`src/rtl/motion_bbox_detect.sv`:
```
// motion_bbox_detect
// Streaming frame-difference motion detector on the pixel clock domain.
// Each cycle it takes a current-frame gray pixel and the co-located
// previous-frame pixel. It produces a binary motion mask stream two cycles
// later, and once per frame it latches the motion bounding box and the
// motion pixel count.
//
// Ports:
//   clk, rst                       pixel clock, synchronous active-high reset
//   threshold, min_count           runtime motion threshold and minimum count,
//                                  sampled at the start of each frame
//   in_vsync, in_href, in_clken    input sync / line valid / pixel valid
//   cur_data, prev_data            current and previous frame pixel
//   post_vsync/href/clken          input syncs delayed by two cycles
//   post_bit                       motion mask pixel (|cur-prev| > threshold)
//   post_data                      delayed cur_data (optionally with box outline)
//   box_x0/x1, box_y0/y1           latched inclusive box bounds (0 if no motion)
//   motion_cnt                     latched motion pixel count
//   box_valid, motion_flag         latched count != 0, count >= min_count
//   frame_done                     one-cycle pulse when latched outputs update
//
// Optional feature macro: MOTION_OVERLAY_EN draws the latched box outline
// into post_data using OVERLAY_VAL.
module motion_bbox_detect #(
    parameter int DATA_W = 8,
    parameter int IMG_H  = 640,
    parameter int IMG_V  = 480,
    parameter int CNT_W  = 19,
    parameter logic [DATA_W-1:0] OVERLAY_VAL = '1
) (
    input  logic                       clk,
    input  logic                       rst,
    input  logic [DATA_W-1:0]          threshold,
    input  logic [CNT_W-1:0]           min_count,
    input  logic                       in_vsync,
    input  logic                       in_href,
    input  logic                       in_clken,
    input  logic [DATA_W-1:0]          cur_data,
    input  logic [DATA_W-1:0]          prev_data,
    output logic                       post_vsync,
    output logic                       post_href,
    output logic                       post_clken,
    output logic                       post_bit,
    output logic [DATA_W-1:0]          post_data,
    output logic [$clog2(IMG_H)-1:0]   box_x0,
    output logic [$clog2(IMG_H)-1:0]   box_x1,
    output logic [$clog2(IMG_V)-1:0]   box_y0,
    output logic [$clog2(IMG_V)-1:0]   box_y1,
    output logic [CNT_W-1:0]           motion_cnt,
    output logic                       box_valid,
    output logic                       motion_flag,
    output logic                       frame_done
);

    localparam int X_W  = $clog2(IMG_H);
    localparam int Y_W  = $clog2(IMG_V);
    // Coordinate counters need one extra code to represent the saturated
    // "past the end of the line/frame" value.
    localparam int XC_W = $clog2(IMG_H + 1);
    localparam int YC_W = $clog2(IMG_V + 1);
    localparam logic [XC_W-1:0]  X_LIM  = XC_W'(IMG_H);
    localparam logic [YC_W-1:0]  Y_LIM  = YC_W'(IMG_V);
    localparam logic [X_W-1:0]   X_INIT = X_W'(IMG_H - 1);
    localparam logic [Y_W-1:0]   Y_INIT = Y_W'(IMG_V - 1);
    localparam logic [CNT_W-1:0] CNT_MAX = '1;

    typedef enum logic [1:0] {S_WAIT, S_FRAME, S_LATCH} state_t;

    state_t state_q, state_d;

    logic              vs_prev_q, vs_prev_d, href_prev_q, href_prev_d;
    logic [XC_W-1:0]   x_q, x_d, s1_x_q, s1_x_d, s2_x_q, s2_x_d;
    logic [YC_W-1:0]   y_q, y_d, s1_y_q, s1_y_d, s2_y_q, s2_y_d;
    logic              s1_vsync_q, s1_vsync_d, s1_href_q, s1_href_d, s1_clken_q, s1_clken_d;
    logic [DATA_W-1:0] s1_diff_q, s1_diff_d, s1_data_q, s1_data_d;
    logic              post_vsync_q, post_vsync_d, post_href_q, post_href_d;
    logic              post_clken_q, post_clken_d, post_bit_q, post_bit_d, pv_prev_q, pv_prev_d;
    logic [DATA_W-1:0] post_data_q, post_data_d, thr_s_q, thr_s_d;
    logic [CNT_W-1:0]  min_s_q, min_s_d, acnt_q, acnt_d, motion_cnt_q, motion_cnt_d;
    logic [X_W-1:0]    ax0_q, ax0_d, ax1_q, ax1_d, box_x0_q, box_x0_d, box_x1_q, box_x1_d;
    logic [Y_W-1:0]    ay0_q, ay0_d, ay1_q, ay1_d, box_y0_q, box_y0_d, box_y1_q, box_y1_d;
    logic              box_valid_q, box_valid_d, motion_flag_q, motion_flag_d;
    logic              frame_done_q, frame_done_d;

    logic              vs_rise, href_fall, pv_rise, pix_hit, overlay_hit;
    logic              acc_en, acc_init, latch_en, sample_en;
    logic [DATA_W:0]   diff_ext;
    logic [X_W-1:0]    s2_px;
    logic [Y_W-1:0]    s2_py;

    // Pixel coordinates: x counts accepted pixels within a line, y counts
    // completed lines. Both saturate one past the image so that overlong
    // lines or frames never alias back into the box.
    always_comb begin
        vs_rise     = in_vsync & ~vs_prev_q;
        href_fall   = ~in_href & href_prev_q;
        vs_prev_d   = in_vsync;
        href_prev_d = in_href;
        x_d = x_q;
        y_d = y_q;
        if (vs_rise) begin
            x_d = '0;
            y_d = '0;
        end else if (href_fall) begin
            x_d = '0;
            if (y_q != Y_LIM) y_d = y_q + YC_W'(1);
        end else if (in_clken && in_href && (x_q != X_LIM)) begin
            x_d = x_q + XC_W'(1);
        end
    end

    // Two-stage pixel pipeline. The absolute difference is taken in
    // DATA_W+1 bits so that the sign is visible; only the low DATA_W bits
    // are needed for the magnitude because |diff| never exceeds 2^DATA_W-1.
    always_comb begin
        diff_ext     = {1'b0, cur_data} - {1'b0, prev_data};
        s1_diff_d    = diff_ext[DATA_W] ? (~diff_ext[DATA_W-1:0] + 1'b1) : diff_ext[DATA_W-1:0];
        s1_data_d    = cur_data;
        s1_x_d       = x_q;
        s1_y_d       = y_q;
        s1_vsync_d   = in_vsync;
        s1_href_d    = in_href;
        s1_clken_d   = in_clken;
        post_vsync_d = s1_vsync_q;
        post_href_d  = s1_href_q;
        post_clken_d = s1_clken_q;
        post_bit_d   = s1_clken_q & (s1_diff_q > thr_s_q);
        post_data_d  = overlay_hit ? OVERLAY_VAL : s1_data_q;
        s2_x_d       = s1_x_q;
        s2_y_d       = s1_y_q;
        pv_prev_d    = post_vsync_q;
        pv_rise      = post_vsync_q & ~pv_prev_q;
    end

`ifdef MOTION_OVERLAY_EN
    // The outline is drawn against the box latched from the previous frame,
    // evaluated on the coordinate that is about to enter stage 2.
    always_comb begin
        logic in_x, in_y, on_col, on_row;
        in_x   = (s1_x_q >= XC_W'(box_x0_q)) && (s1_x_q <= XC_W'(box_x1_q));
        in_y   = (s1_y_q >= YC_W'(box_y0_q)) && (s1_y_q <= YC_W'(box_y1_q));
        on_col = (s1_x_q == XC_W'(box_x0_q)) || (s1_x_q == XC_W'(box_x1_q));
        on_row = (s1_y_q == YC_W'(box_y0_q)) || (s1_y_q == YC_W'(box_y1_q));
        overlay_hit = box_valid_q && ((on_col && in_y) || (on_row && in_x));
    end
`else
    assign overlay_hit = 1'b0;
`endif

    // FSM state register.
    always_ff @(posedge clk) begin
        if (rst) state_q <= S_WAIT;
        else     state_q <= state_d;
    end

    // FSM next state: frames are delimited by the vsync edge seen at the
    // pipeline output so that the last pixels of a frame are counted.
    always_comb begin
        state_d = state_q;
        case (state_q)
            S_WAIT:  if (pv_rise) state_d = S_FRAME;
            S_FRAME: if (pv_rise) state_d = S_LATCH;
            S_LATCH: state_d = S_FRAME;
            default: state_d = S_WAIT;
        endcase
    end

    // FSM outputs. The runtime settings are captured on every entry into
    // S_FRAME so they stay constant for a whole frame.
    always_comb begin
        acc_en    = (state_q == S_FRAME) || (state_q == S_LATCH);
        acc_init  = (state_q == S_LATCH);
        latch_en  = (state_q == S_LATCH);
        sample_en = ((state_q == S_WAIT) && pv_rise) || (state_q == S_LATCH);
    end

    // Bounding-box accumulators. In S_LATCH they restart from their init
    // values, and a motion pixel arriving in that same cycle is counted
    // toward the new frame rather than dropped.
    always_comb begin
        s2_px   = s2_x_q[X_W-1:0];
        s2_py   = s2_y_q[Y_W-1:0];
        pix_hit = post_bit_q && (s2_x_q < X_LIM) && (s2_y_q < Y_LIM);
        thr_s_d = sample_en ? threshold : thr_s_q;
        min_s_d = sample_en ? min_count : min_s_q;
        if (acc_init) begin
            ax0_d  = X_INIT;
            ax1_d  = '0;
            ay0_d  = Y_INIT;
            ay1_d  = '0;
            acnt_d = '0;
        end else begin
            ax0_d  = ax0_q;
            ax1_d  = ax1_q;
            ay0_d  = ay0_q;
            ay1_d  = ay1_q;
            acnt_d = acnt_q;
        end
        if (acc_en && pix_hit) begin
            if (s2_px < ax0_d) ax0_d = s2_px;
            if (s2_px > ax1_d) ax1_d = s2_px;
            if (s2_py < ay0_d) ay0_d = s2_py;
            if (s2_py > ay1_d) ay1_d = s2_py;
            if (acnt_d != CNT_MAX) acnt_d = acnt_d + 1'b1;
        end
    end

    // Latched per-frame results; an empty frame reports a zero box.
    always_comb begin
        box_x0_d      = box_x0_q;
        box_x1_d      = box_x1_q;
        box_y0_d      = box_y0_q;
        box_y1_d      = box_y1_q;
        motion_cnt_d  = motion_cnt_q;
        box_valid_d   = box_valid_q;
        motion_flag_d = motion_flag_q;
        frame_done_d  = latch_en;
        if (latch_en) begin
            box_valid_d   = (acnt_q != '0);
            motion_cnt_d  = acnt_q;
            motion_flag_d = (acnt_q >= min_s_q);
            box_x0_d      = (acnt_q != '0) ? ax0_q : '0;
            box_x1_d      = (acnt_q != '0) ? ax1_q : '0;
            box_y0_d      = (acnt_q != '0) ? ay0_q : '0;
            box_y1_d      = (acnt_q != '0) ? ay1_q : '0;
        end
    end

    // Datapath registers; reset discards any partial frame.
    always_ff @(posedge clk) begin
        if (rst) begin
            vs_prev_q <= 1'b0;  href_prev_q <= 1'b0;  x_q <= '0;  y_q <= '0;
            s1_vsync_q <= 1'b0; s1_href_q <= 1'b0; s1_clken_q <= 1'b0;
            s1_diff_q <= '0;  s1_data_q <= '0;  s1_x_q <= '0;  s1_y_q <= '0;
            post_vsync_q <= 1'b0; post_href_q <= 1'b0; post_clken_q <= 1'b0;
            post_bit_q <= 1'b0;  post_data_q <= '0;  s2_x_q <= '0;  s2_y_q <= '0;
            pv_prev_q <= 1'b0;  thr_s_q <= '0;  min_s_q <= '0;
            ax0_q <= X_INIT;  ax1_q <= '0;  ay0_q <= Y_INIT;  ay1_q <= '0;  acnt_q <= '0;
            box_x0_q <= '0;  box_x1_q <= '0;  box_y0_q <= '0;  box_y1_q <= '0;
            motion_cnt_q <= '0;  box_valid_q <= 1'b0;  motion_flag_q <= 1'b0;
            frame_done_q <= 1'b0;
        end else begin
            vs_prev_q <= vs_prev_d;  href_prev_q <= href_prev_d;  x_q <= x_d;  y_q <= y_d;
            s1_vsync_q <= s1_vsync_d; s1_href_q <= s1_href_d; s1_clken_q <= s1_clken_d;
            s1_diff_q <= s1_diff_d;  s1_data_q <= s1_data_d;  s1_x_q <= s1_x_d;  s1_y_q <= s1_y_d;
            post_vsync_q <= post_vsync_d; post_href_q <= post_href_d; post_clken_q <= post_clken_d;
            post_bit_q <= post_bit_d;  post_data_q <= post_data_d;  s2_x_q <= s2_x_d;  s2_y_q <= s2_y_d;
            pv_prev_q <= pv_prev_d;  thr_s_q <= thr_s_d;  min_s_q <= min_s_d;
            ax0_q <= ax0_d;  ax1_q <= ax1_d;  ay0_q <= ay0_d;  ay1_q <= ay1_d;  acnt_q <= acnt_d;
            box_x0_q <= box_x0_d;  box_x1_q <= box_x1_d;  box_y0_q <= box_y0_d;  box_y1_q <= box_y1_d;
            motion_cnt_q <= motion_cnt_d;  box_valid_q <= box_valid_d;  motion_flag_q <= motion_flag_d;
            frame_done_q <= frame_done_d;
        end
    end

    assign post_vsync  = post_vsync_q;
    assign post_href   = post_href_q;
    assign post_clken  = post_clken_q;
    assign post_bit    = post_bit_q;
    assign post_data   = post_data_q;
    assign box_x0      = box_x0_q;
    assign box_x1      = box_x1_q;
    assign box_y0      = box_y0_q;
    assign box_y1      = box_y1_q;
    assign motion_cnt  = motion_cnt_q;
    assign box_valid   = box_valid_q;
    assign motion_flag = motion_flag_q;
    assign frame_done  = frame_done_q;

endmodule

```
`config.mk`:
```
export PLATFORM = sky130hd
export DESIGN_NAME = motion_bbox_detect
export DESIGN_NICKNAME = d
export VERILOG_FILES = /design/src/rtl/motion_bbox_detect.sv
export SDC_FILE = /design/constraint.sdc
export NUM_CORES = 1
export LEC_CHECK = 0
export ABC_AREA = 1
export BUFFER_PORTS_ARGS = -buffer_cell sky130_fd_sc_hd__buf_4
export CORE_MARGIN = 2
export CORE_UTILIZATION = 50
export CTS_CLUSTER_DIAMETER = 150
export DETAILED_ROUTE_END_ITERATION = 16
export PLACE_DENSITY = 0.81
export SYNTH_ARGS = -nofsm -noshare
export SYNTH_HDL_FRONTEND = slang
export SYNTH_SLANG_ARGS = --single-unit
```
`constraint.sdc`:
```
create_clock -name clk -period 4.6 [get_ports clk]
set_clock_uncertainty 0.05 [all_clocks]
set_input_delay 0.46 -clock clk [delete_from_list [all_inputs] [get_ports clk]]
set_output_delay 0.46 -clock clk [all_outputs]
set_load 0.005 [all_outputs]
```
==> flow_summary.yaml <==
global_route:
  grt_pass1_wl_um: 43700
  grt.total_usage: 0.215
  antenna_found_initial: 0
  grt_pass1_vias: 9630
  grt-ovfl-total: 0
  grt_max_degree: 102
pwr:
  power.total_w: 0.00471
  p_per_area_nw_per_um2: 353
  ir_worst_vdd_uv: 266
  power_leakage_nw: 5.92
die:
  die_w_um: 155
  core_area_um2: 22500
  num_rows: 55
  start_util: 0.505
  fp.dieH_um: 155
  top_level_ports: 120
  dieArea_um2: 24000
setup_path:
  rr_worst_depth: 12
  r2r-end: "ax0_q[2]"
  r2r_slack_ps: 1280
  start_kind: "register"
  reg2reg_from: "state_q[0]"
  path_class: "reg2reg"
  worst_ep_arrival_time_ps: 3640
  cp_max_fo: 52
  required_ps: 4930
  crit_path_end_kind: "register"
drt:
  drc: 0
  vias: 10148
  viasPerCell: 5.21
  ant_nets: 0
  routed_wirelength_um: 25900
  routedWlPerCell_um: 13.3
  drt_iter0_markers: 573
  detail_route.first_pass.iterations: 5
sta:
  hold_viol_final: 0
  setup_viol: 0
  finalMaxSlewViolations: 0
  fin_crit_sh: 0.721
  fin_setup_tns_ps: 0
  rsz0062_at_grt: "no"
  maxSlewHeadroom: 0.264
  fmax_ghz: 0.302
  worst_slew_pin_slew_ps: 1100
  fin_crit_ps: 3320
logic_synthesis:
  yosysMostFrequentCell: "nand2_1"
  netlist_area_um2: 11400
  synthTopCellsByArea: "dfxtp_1 (41%), nand2_1 (9.2%), ha_1 (8.8%)"
  synthFlopType: "dfxtp_1"
  synth-seq-area-share: 0.414
  yosysTopAreaCell: "dfxtp_1"
  synth_cell_types: 42
  avgSynthCellArea_um2: 7.31
  syn_inst: 1555
  synth_top_area_share: 0.414
  async_flop_share: 0
  ys_ff_latch: 235
  yosys_warnings: 0
  ys_top_cells_by_count: "nand2_1 (278), dfxtp_1 (235), nor2_1 (209)"
  syn_nets: 1684
  synth_edf_count: 0
placed_design:
  routabilityCongestion: 0.890
  dp_hpwl_um: 18000
  port_buffers: 119
clock_network:
  post_cts.repair.setup_buffers: 0
  htreeDepth: 1
  numCtsBuffers: 26
  cts_hold_buf: 0
  root_buffer: "clkbuf_16"
  worstSkewPairLatency_ps: 540
  path_clk_slew_ps: 60
  cts_tree: "built"
  clock_sinks: 235
  cts_buffer_depth: 3
  cts_resized: 0
run_status:
  outcome: "finished, final reports clean"
layout:
  antennaDiodeCount: 0
  drive_above_1_share: 0.134
  num-nets-final: 1771
  syn2layout_area_growth_pct: 17.4
  fillCellCount: 1968
min_path:
  hp-class: "in2reg"
  min-delay-start: "cur_data[7]"
  whs_path_depth: 3
  holdPathEnd: "post_data_d[7]"
job:
  maxCapViolCount: 0
## where the power goes
group | internal, W | total (W) | switching (W) | leakage (nW)
clock network | 0.00139 | 0.00222 | 0.000832 | 0.468
logic | 0.000144 | 0.000381 | 0.000237 | 3.55
registers | 0.00209 | 0.00211 | 0.0000226 | 1.90
## how the worst max path moves through the flow
stage / cells past startpoint / endpoint / start / slack [ps]
global route: 13 / ax0_q[2] / state_q[0] / 970
CTS: 13 / ax0_q[6] / state_q[0] / 1330
finish: 12 / ax0_q[2] / state_q[0] / 1280
detailed placement: 13 / ax0_q[6] / state_q[0] / 1320
floorplan: 17 / ax0_q[6] / state_q[0] / 1610
global placement: 14 / ax1_q[4] / state_q[0] / 1480
## stage by stage
| step | area [um2] | setup slack (ps) | cells | hold WS [ps] | utilization |
|---|---|---|---|---|---|
| final | 13300 | 1280 | 1947 | 121 | 0.593 |
| after global routing | 13300 | 967 | 1947 | 104 | 0.593 |
| after CTS | 13300 | 1330 | 1947 | 105 | 0.593 |
| after detailed placement | 12400 | 1320 | 1899 | 342 | 0.551 |
| after global placement | 12400 | 1480 | 1899 | 339 | 0.551 |
| after floorplan | 11400 | 1610 | 1555 | 338 | - |
## metal layers
| metal | vias to the layer above | routed length, um | GRT usage | share of wire |
|---|---|---|---|---|
| li1 | 5206 | - | - | - |
| met1 | 4641 | 11300 | 0.269 | 0.44 |
| met2 | 242 | 12500 | 0.378 | 0.48 |
| met3 | 59 | 1290 | 0.0317 | 0.050 |
| met4 | 0 | 754 | 0.0758 | 0.029 |
| met5 | - | 0 | 0 | 0 |
## cell usage in the layout (no fill, tap or decap), types with 3 or more instances in the layout
| master | count |
|---|---|
| o21ai_0 | 88 |
| a21boi_0 | 9 |
| inv_2 | 5 |
| clkbuf_16 | 27 |
| bufinv_16 | 3 |
| nor3_1 | 15 |
| nor4_1 | 4 |
| a21oi_1 | 148 |
| xor2_1 | 12 |
| nand3_2 | 14 |
| buf_4 | 127 |
| ha_1 | 79 |
| clkbuf_8 | 9 |
| o21a_1 | 6 |
| a211oi_1 | 3 |
| nand2_1 | 278 |
| clkinv_1 | 3 |
| nand4_1 | 26 |
| nor2_4 | 4 |
| nand3_1 | 105 |
| nand2_2 | 8 |
| nor2_1 | 209 |
| o21ai_1 | 10 |
| nor2_2 | 10 |
| clkinv_2 | 4 |
| inv_1 | 186 |
| dfxtp_1 | 235 |
| nand3b_1 | 11 |
## area by class of cell
class / count / area (um2) / area share
multi-input cells: 1057 / 5650 / 0.423
flip-flops and latches: 235 / 4700 / 0.352
repair buffers: 127 / 953 / 0.0714
clock buffers: 38 / 807 / 0.0605
inverters: 195 / 737 / 0.0552
well taps: 285 / 357 / 0.0267
clock inverters: 10 / 138 / 0.0103
## critical path, cell delays in order (launching register included)
cell and delay, ps:
dfxtp_1 320, inv_1 130, ha_4 460, buf_4 490, nor2_1 100, ha_1 310
a21oi_1 170, o21a_1 320, nand3_1 370, o21ai_0 190, nand2_1 70, nand2_1 60
nand3_1 90
## sequential cells by signal, indices dropped and copies added, names as in the netlist, 10 cells and up
| name | count |
|---|---|
| ax1_q | 10 |
| acnt_q | 19 |
| box_x1 | 10 |
| box_x0 | 10 |
| ax0_q | 10 |
| min_s_q | 19 |
| motion_cnt | 19 |
| s1_x_d | 10 |
| s2_px | 10 |
| s1_x_q | 10 |
## cells by family (layout without fill, tap and decap cells)
family                   after synthesis  after routing  synth area share
flip-flops                           235            235             0.414
AO/OA/AOI/OAI                        273            273             0.126
buffers and inverters                263            370            0.0906
AND/OR/NAND/NOR                      691            691             0.270
adder cells (fa/ha/maj)               81             81            0.0898
XOR/XNOR                              12             12           0.00925
(Power assumes the default switching activity.)
